`config.mk`:
```
export PLATFORM = sky130hd
export DESIGN_NAME = merged_fifo_reader_flat
export DESIGN_NICKNAME = d
export VERILOG_FILES = /design/src/rtl/merged_fifo_reader_if.sv /design/src/rtl/merged_fifo_reader.sv /design/src/flat_wrapper.sv
export SDC_FILE = /design/constraint.sdc
export NUM_CORES = 2
export LEC_CHECK = 0
export BUFFER_PORTS_ARGS = -buffer_cell sky130_fd_sc_hd__buf_4
export CAP_MARGIN = 20
export CORE_AREA = 5 5 593 595
export DETAILED_ROUTE_END_ITERATION = 10
export DIE_AREA = 0 0 598 600
export SLEW_MARGIN = 20
export SYNTH_ARGS = -nofsm -noshare
export SYNTH_HDL_FRONTEND = slang
export SYNTH_SLANG_ARGS = --single-unit
```
`constraint.sdc`:
```
create_clock -name clk -period 2.2 [get_ports clk]
set_clock_uncertainty 0.05 [all_clocks]
set_input_delay 0.33 -clock clk [delete_from_list [all_inputs] [get_ports clk]]
set_output_delay 0.33 -clock clk [all_outputs]
set_load 0.005 [all_outputs]
```
`src/rtl/merged_fifo_reader_if.sv`:
```
// Handshake bundle between the merged FIFO read port, the drain engine and the log-writer stream.
// The slave modport is the drain engine's view; master is the surrounding FIFO/sink side.
interface merged_fifo_reader_if #(
    parameter int WIDTH     = 1000,
    parameter int OUT_WIDTH = 512
);
    logic [WIDTH-1:0]     fifo_dout;
    logic                 fifo_empty;
    logic                 fifo_rd_en;
    logic [OUT_WIDTH-1:0] out_data;
    logic                 out_valid;
    logic                 out_ready;
    logic                 out_last;
    logic [31:0]          entries_done;

    modport master (
        output fifo_dout, fifo_empty, out_ready,
        input  fifo_rd_en, out_data, out_valid, out_last, entries_done
    );
    modport slave (
        input  fifo_dout, fifo_empty, out_ready,
        output fifo_rd_en, out_data, out_valid, out_last, entries_done
    );
endinterface

```
`src/rtl/merged_fifo_reader.sv`:
```
// Drains WIDTH-bit entries from the merged log FIFO as NBEATS-beat valid/ready bursts with a last marker.
// Define MERGED_FIFO_READER_PREFETCH_EN to add a second entry register that removes the per-entry bubble.
module merged_fifo_reader #(
    parameter int WIDTH     = 1000,
    parameter int OUT_WIDTH = 512
) (
    input  logic                clk,
    input  logic                rst_n,
    merged_fifo_reader_if.slave bus
);
    localparam int NBEATS = (WIDTH + OUT_WIDTH - 1) / OUT_WIDTH;
    localparam int BIW    = (NBEATS > 1) ? $clog2(NBEATS) : 1;
    localparam logic [BIW-1:0] LAST_IDX = BIW'(NBEATS - 1);

    logic [WIDTH-1:0]             r_entry;
    logic [BIW-1:0]               r_beat_idx;
    logic [31:0]                  r_entries_done;
    logic                         r_valid;
    logic                         r_armed;
    logic [NBEATS*OUT_WIDTH-1:0]  w_padded;
    logic                         w_xfer;
    logic                         w_fin;
    logic                         w_rd_en;

    assign w_xfer = r_valid && bus.out_ready;
    assign w_fin  = w_xfer && (r_beat_idx == LAST_IDX);

    always_comb begin
        w_padded            = '0;
        w_padded[WIDTH-1:0] = r_entry;
    end

    assign bus.out_valid    = r_valid;
    assign bus.out_last     = r_valid && (r_beat_idx == LAST_IDX);
    assign bus.out_data     = r_valid ? w_padded[int'(r_beat_idx)*OUT_WIDTH +: OUT_WIDTH] : '0;
    assign bus.entries_done = r_entries_done;
    assign bus.fifo_rd_en   = w_rd_en;

    // Pops are held off for the first cycle after reset so rd_en is low throughout reset.
    always_ff @(posedge clk or negedge rst_n) begin
        if (!rst_n) r_armed <= 1'b0;
        else        r_armed <= 1'b1;
    end

`ifdef MERGED_FIFO_READER_PREFETCH_EN
    logic [WIDTH-1:0] r_pf;
    logic             r_pf_vld;
    logic             r_pend;
    logic [1:0]       w_occ;

    // Slots held after this edge: current + prefetch + in-flight read, minus the entry finishing now.
    assign w_occ   = {1'b0, r_valid} + {1'b0, r_pf_vld} + {1'b0, r_pend} - {1'b0, w_fin};
    assign w_rd_en = r_armed && !bus.fifo_empty && (w_occ <= 2'd1);

    always_ff @(posedge clk or negedge rst_n) begin
        if (!rst_n) begin
            r_entry        <= '0;
            r_pf           <= '0;
            r_pf_vld       <= 1'b0;
            r_pend         <= 1'b0;
            r_valid        <= 1'b0;
            r_beat_idx     <= '0;
            r_entries_done <= '0;
        end else begin
            r_pend <= w_rd_en;
            if (w_xfer) begin
                if (w_fin) begin
                    r_beat_idx     <= '0;
                    r_entries_done <= r_entries_done + 32'd1;
                end else begin
                    r_beat_idx <= r_beat_idx + 1'b1;
                end
            end
            if (!r_valid || w_fin) begin
                if (r_pf_vld) begin
                    r_entry  <= r_pf;
                    r_valid  <= 1'b1;
                    r_pf_vld <= r_pend;
                    if (r_pend) r_pf <= bus.fifo_dout;
                end else if (r_pend) begin
                    r_entry <= bus.fifo_dout;
                    r_valid <= 1'b1;
                end else begin
                    r_valid <= 1'b0;
                end
            end else if (r_pend) begin
                r_pf     <= bus.fifo_dout;
                r_pf_vld <= 1'b1;
            end
        end
    end
`else
    typedef enum logic [1:0] {S_IDLE, S_FETCH, S_SEND} state_t;
    state_t r_state;

    assign w_rd_en = r_armed && !bus.fifo_empty && ((r_state == S_IDLE) || w_fin);

    always_ff @(posedge clk or negedge rst_n) begin
        if (!rst_n) begin
            r_state        <= S_IDLE;
            r_entry        <= '0;
            r_valid        <= 1'b0;
            r_beat_idx     <= '0;
            r_entries_done <= '0;
        end else begin
            case (r_state)
                S_IDLE: if (w_rd_en) r_state <= S_FETCH;
                S_FETCH: begin
                    r_entry    <= bus.fifo_dout;
                    r_beat_idx <= '0;
                    r_valid    <= 1'b1;
                    r_state    <= S_SEND;
                end
                S_SEND: if (w_xfer) begin
                    if (w_fin) begin
                        r_entries_done <= r_entries_done + 32'd1;
                        r_beat_idx     <= '0;
                        r_valid        <= 1'b0;
                        r_state        <= w_rd_en ? S_FETCH : S_IDLE;
                    end else begin
                        r_beat_idx <= r_beat_idx + 1'b1;
                    end
                end
                default: r_state <= S_IDLE;
            endcase
        end
    end
`endif
endmodule
```
`src/flat_wrapper.sv`:
```
// flat-port wrapper written by rule: the top's interface ports become plain ports
module merged_fifo_reader_flat 
#(
    parameter int WIDTH     = 1000,
    parameter int OUT_WIDTH = 512
)
  (clk, rst_n, bus_fifo_dout, bus_fifo_empty, bus_out_ready, bus_fifo_rd_en, bus_out_data, bus_out_valid, bus_out_last, bus_entries_done);
  merged_fifo_reader_if #(.WIDTH(WIDTH), .OUT_WIDTH(OUT_WIDTH)) bus_i ();
  input  logic clk;
  input  logic rst_n;
  input wire logic [$bits(bus_i.fifo_dout)-1:0] bus_fifo_dout;
  input wire logic [$bits(bus_i.fifo_empty)-1:0] bus_fifo_empty;
  input wire logic [$bits(bus_i.out_ready)-1:0] bus_out_ready;
  output wire logic [$bits(bus_i.fifo_rd_en)-1:0] bus_fifo_rd_en;
  output wire logic [$bits(bus_i.out_data)-1:0] bus_out_data;
  output wire logic [$bits(bus_i.out_valid)-1:0] bus_out_valid;
  output wire logic [$bits(bus_i.out_last)-1:0] bus_out_last;
  output wire logic [$bits(bus_i.entries_done)-1:0] bus_entries_done;
  assign bus_i.fifo_dout = bus_fifo_dout;
  assign bus_i.fifo_empty = bus_fifo_empty;
  assign bus_i.out_ready = bus_out_ready;
  assign bus_fifo_rd_en = bus_i.fifo_rd_en;
  assign bus_out_data = bus_i.out_data;
  assign bus_out_valid = bus_i.out_valid;
  assign bus_out_last = bus_i.out_last;
  assign bus_entries_done = bus_i.entries_done;
  merged_fifo_reader #(.WIDTH(WIDTH), .OUT_WIDTH(OUT_WIDTH)) u_core (.clk(clk), .rst_n(rst_n), .bus(bus_i));
endmodule
```
== Word-level counts from Yosys, hierarchy flattened ==
Index checks and enable logic that the tools add are counted.

* Add/subtract/negate cells: 2
* $mul: 0
* Divide/modulo/power cells: 0
* $lt $le $gt $ge: 0
* Equality and inequality tests: 5
* Shifts and indexed selects: 1
* Multiplexer cells: 12
* Bitwise operators: 0
* Reductions and logical operators: 13

{| class="wikitable"
|+ Operators by type and width
! kind !! count
|-
| 1024-bit by 11-bit indexed part select with 512-bit output || 1
|-
| 512-bit two-way mux || 1
|-
| 32-bit by 1-bit adder with 32-bit output, second input constant || 1
|-
| 3-bit AND reduction || 3
|-
| 2-bit two-way mux || 3
|-
| 2-bit by 1-bit inequality test with 1-bit output, second input constant || 3
|-
| 2-bit case mux with 3 select lines || 1
|-
| 1-bit logical AND || 5
|-
| 1-bit two-way mux || 5
|-
| 1-bit case mux with 2 select lines || 2
|-
| 2-bit by 1-bit == test with 1-bit output, second input constant || 1
|-
| 2-bit == test, second input constant || 1
|-
| 2-bit zero test || 1
|-
| 2-bit AND reduction || 1
|-
| 2-bit nonzero test || 1
|-
| 1-bit adder, second input constant || 1
|-
| 1-bit zero test || 1
|-
| 1-bit logical OR || 1
|}

* Register bits: 1,037
* Latch bits: 0
* Memory bits (writable): 0
* Bits in read-only memories: 0
* Input port bits: 1,004
* Output and inout bits: 547
* Logic and storage cells: 39
* Memories kept: 0

== Longest topological paths before layout ==
* Depth in word-level cells: 8
* Depth in mapped cells: 6
* Depth with buffers taken out: 5

== Worst setup path before layout ==
Ideal clock, no wire load.

* Kind: register -> register
* Start: register u_core.r_state[1]
* End: register u_core.r_entry[904]
* Setup time: 0.125 ns
* Arrival: 1.453 ns
* Required time: 2.025 ns
* Setup slack: 0.572 ns
* Stages on the path, launching flop included: 7
* Path buffers: 4
* Period minus slack after synthesis: 1.628 ns
* Cell sequence: dfrtp_1 > buf_4 > nor2b_2 > buf_6 > buf_4 > buf_6 > mux2_2

* Longest elaborated chain between the ends: 1

{| class="wikitable"
|+ RTL lines
! element !! RTL line !! RTL
|-
| start: declaration || merged_fifo_reader.sv:94 || <nowiki>state_t r_state;</nowiki>
|-
| start signal: assignment || merged_fifo_reader.sv:119 || <nowiki>r_state <= w_rd_en ? S_FETCH : S_IDLE;</nowiki>
|-
| 2-bit by 1-bit == test with 1-bit output || merged_fifo_reader.sv:106 || <nowiki>case (r_state)</nowiki>
|-
| end signal: assignment || merged_fifo_reader.sv:109 || <nowiki>r_entry <= bus.fifo_dout;</nowiki>
|-
| end: declaration || merged_fifo_reader.sv:15 || <nowiki>logic [WIDTH-1:0] r_entry;</nowiki>
|}

Every way passes these cells.
A chain may end at the register's enable or synchronous reset.

== Worst setup path in the final report ==
* Start: register u_core.r_beat_idx
* End: output bus_out_data[378]

* Longest elaborated chain between the ends: 2

{| class="wikitable"
|+ RTL lines
! element !! RTL line !! RTL
|-
| start: declaration || merged_fifo_reader.sv:16 || <nowiki>logic [BIW-1:0] r_beat_idx;</nowiki>
|-
| start signal: assignment || merged_fifo_reader.sv:121 || <nowiki>r_beat_idx <= r_beat_idx + 1'b1;</nowiki>
|-
| 1024-bit by 11-bit indexed part select with 512-bit output || merged_fifo_reader.sv:35 || <nowiki>assign bus.out_data = r_valid ? w_padded[int'(r_beat_idx)*OUT_WIDTH +: OUT_WIDTH] : '0;</nowiki>
|-
| 512-bit two-way mux || merged_fifo_reader.sv:35 ||
|-
| end: declaration || flat_wrapper.sv:15 || <nowiki>output wire logic [$bits(bus_i.out_data)-1:0] bus_out_data;</nowiki>
|}

Every way passes these cells.

==> summary.md <==
| Metric | Value |
|---|---|
| Fin crit period | `around 2900 ps` |
| CTS sink count | `1,037` |
| ANT nets after route | `0` |
| Critical path's largest stage delay | `540 ps` |
| CTS buffer count | `about 140` |
| Pwr Total | `117.2 mW` |
| Slew Limit Headroom | `57.22%` |
| Max Buffers Root-to-Sink | `4` |
| Critical setup path kind | `register to output port` |
| Max H-tree Level | `4` |
| Die Width | `~600 um` |
| EDFF count, synth | `0` |
| Endpoints failing hold | `0` |
| Leakage power | `36.23 nW` |
| Period utilization | `133.9%` |
| Final Cell Area | `roughly 85,000 um2` |
| WL final | `326.5 mm` |
| Final Max Tran Viols | `0` |
| Port Buffers | `1,550` |
| Area grow syn2layout | `77.12%` |
| Power per Cell Area | `1380 nW/um2` |
| Full die area | `358,800 um2` |
| Layout Nets | `7,223` |
| Mean post-synth cell area | `14.12 um2` |
| Yosys reg bits | `1,037` |
| Sequential power share | `32.7%` |
| Max Freq | `roughly 0.34 GHz` |
| Core box area | `345,400 um2` |
| 1st-pass router iterations | `5` |
| Logic pwr share | `a little under half` |
| Crit. End Element | `output port` |
| Congestion Overflow GR | `0` |
| RSZ-0062 raised after global routing | `yes` |
| Final worst slack | `-746.2 ps` |
| Largest net degree at the start of global routing | `70` |
| Initial Util | `about 14%` |
| Clock power frac | `approximately 20%` |
| Residual DRC | `0` |
| Max-cap violations | `0` |
| Synth cell types | `39` |
| Slew @ Worst Pin | `approximately 640 ps` |
| Switching Fraction | `38.61%` |
| Worst path required time | `1820 ps` |
| Chip height | `600 um` |
| Average wire per standard cell | `slightly below 30 um` |
| Failing checks | `setup timing` |
| Via count | `40,840` |
| DP Worst Slack | `-270.0 ps` |
| Post-Syn Area | `between 40,000 and 50,000 um2` |
| Vias in the first global route | `around 44,000` |
| Critical path arrival | `around 2600 ps` |
| First-pass GRT wire length | `between 400 and 500 mm` |
| P_int | `just over 70 mW` |
| Yosys synthesis warning count | `0` |
| Crit-path cells | `buf_6 > buf_12 > buf_6 > buf_16 > mux2i_1 > nor2b_1 > buf_4 > buf_4` |
| Drt initial violations | `roughly 2,300` |
| Kind of start point of the critical path | `register` |
| Clk_lat worst skew | `slightly above 800 ps` |
| FP Rows | `216` |
| Slowest cell on crit path | `dfrtp_4` |
| Cell Area, Placed | `66,660 um2` |
| Psw | `approximately 45 mW` |
| Initial antenna violation count | `197` |
| Final setup fails | `515` |
| CTS tree | `yes` |
| TNS Setup | `-317,710 ps` |
| DR vias/cell | `between 3 and 4` |
| IO Pins | `around 1,600` |
| Predominant post-synthesis flop cell | `dfrtp_1` |
| Sequential fraction of the synthesis area | `54.15%` |
| Status | `finished, violations left` |
| Reg clk slew, reported paths | `60 ps` |
| Dpl hpwl | `~270 mm` |
| GP Congestion | `0.9154` |
| Synthesized instance count | `3,395` |
| Hold crit path type | `primary input to register` |
| Ys async rst share | `100.0%` |
| Maximum vdd drop | `0.0007400 V` |
| Crit-path max FO | `9` |
| CTS root buf | `clkbuf_16` |
| Syn Nets | `4,400` |
| Share of layout cells above drive strength 1 | `53.55%` |
| GRT Overall Usage | `between 10% and 20%` |
==> kinds of logic (layout without fill, tap and decap cells) <==
kind of cell	count (synthesis)	after routing	synth area share, %
muxes	1490	1490	33.73
xor gates and xnor gates	31	31	0.5665
AOI/OAI and AO/OA	6	6	0.07309
other	1	83	0.007825
DFF	1037	1037	54.15
adders and majority gates	1	1	0.02610
buffers and inverters	228	3154	3.540
and+or+nand+nor	601	601	7.905
==> cell type report <==
| cell class | count | area, um2 |
|---|---|---|
| clock buffers | 174 | 3776 |
| clock inverters | 67 | 918.4 |
| fillers | 36000 | 260500 |
| repair buffers | 2912 | 26480 |
| multi-input cells | 2130 | 21820 |
| well taps | 4578 | 5728 |
| diodes | 82 | 205.2 |
| flip-flops and latches | 1037 | 25960 |
| inverters | 1 | 3.754 |
==> cells in the final DEF (no fill, tap or decap), drive strengths merged, types with 2 or more instances in the layout <==
master | synthesis | routed
clkinvlp | 0 | 11
clkinv | 0 | 30
and3b | 2 | 2
nand2 | 13 | 13
dlygate4sd3 | 0 | 1003
diode | 0 | 82
inv | 1 | 14
mux2i | 489 | 489
o21ai | 3 | 3
buf | 170 | 1892
bufbuf | 0 | 4
bufinv | 0 | 13
dfrtp | 1037 | 1037
mux2 | 1001 | 1001
clkbuf | 57 | 187
and4 | 9 | 9
nor2b | 490 | 490
xnor2 | 21 | 21
nand4 | 17 | 17
nor3 | 4 | 4
xor2 | 10 | 10
and3 | 4 | 4
nor2 | 10 | 10
nor4 | 5 | 5
and2 | 31 | 31
nand3 | 13 | 13
==> registers in the layout (all words and copies together), names as in the netlist <==
name                     cells
u_core.bus.entries_done     32
u_core.r_state               2
u_core.r_armed               1
u_core.bus.out_valid         1
u_core.r_entry            1000
u_core.r_beat_idx            1
==> power by group through the flow <==
stage | Clock (mW) | Sequential, mW | Combinational (mW)
3_3_place_gp | 0 | 37.6 | 47.4
5_1_grt | 25.2 | 39.2 | 58.8
4_1_cts | 24.5 | 37.7 | 52.6
2_1_floorplan | 0 | 32.0 | 22.4
3_5_place_dp | 0 | 37.6 | 48.2
6_report | 23.7 | 38.3 | 55.2
==> worst max-delay path: cells and delay by family (launching register included) <==
kind / cells / cell delay (ps)
buf+inv: 6 / 840
flops: 1 / 540
mux: 1 / 140
simple gates: 1 / 180
==> through the flow <==
stage,util [%],std cells,hold slack [ps]
2_1_floorplan,-,3395,-15.59
3_3_place_gp,19.30,9591,437.1
3_5_place_dp,19.30,9591,440.9
4_1_cts,23.92,10860,81.22
5_1_grt,24.55,10950,145.0
6_report,24.58,10980,231.4
==> cell usage after synthesis (2+ instances only) <==
library cell / n / area, um2
o21ai_0: 3 / 15.01
xor2_1: 10 / 87.58
xnor2_1: 21 / 183.9
and2_1: 31 / 193.9
nand2_1: 13 / 48.80
clkbuf_1: 56 / 210.2
nor2_1: 10 / 37.54
buf_6: 99 / 1115
nor2b_1: 489 / 3059
nor4_1: 2 / 12.51
mux2_2: 1001 / 11270
and4_1: 8 / 70.07
nand4_1: 15 / 93.84
buf_2: 68 / 340.3
dfrtp_1: 1037 / 25950
nand4_2: 2 / 25.02
nor3_1: 3 / 15.01
nor4_2: 3 / 37.54
mux2i_1: 489 / 4895
and3_1: 3 / 18.77
buf_4: 3 / 22.52
nand3_1: 12 / 60.06
==> per-layer routing <==
| metal | track usage [%] | share of wire (%) |
|---|---|---|
| met5 | 0 | 0.20 |
| met4 | 5.772 | 3.9 |
| met3 | 5.969 | 8.5 |
| met2 | 27.68 | 46 |
| met1 | 21.56 | 42 |
==> worst paths after layout <==
kind / from / end / slack, ps / cells after the start
min in group asynchronous: rst_n / u_core.r_entry[328] / 470 / 3
max reg2reg: u_core.r_beat_idx / u_core.bus.entries_done[16] / 60 / 7
min: bus_fifo_dout[318] / u_core.r_entry[318] / 230 / 3
max in group asynchronous: rst_n / u_core.r_entry[201] / 1090 / 4
max: u_core.r_beat_idx / bus_out_data[378] / -750 / 8
min reg2reg: u_core.bus.entries_done[31] / u_core.bus.entries_done[31] / 450 / 1
==> timing repair <==
item,CTS,global route
endpoints found under the hold margin,1744,0
setup endpoints to repair,515,522
resized for setup,190,351
buffers inserted,17,36
hold buffers,1003,0
cloned,9,13
(Power assumes the default switching activity.)
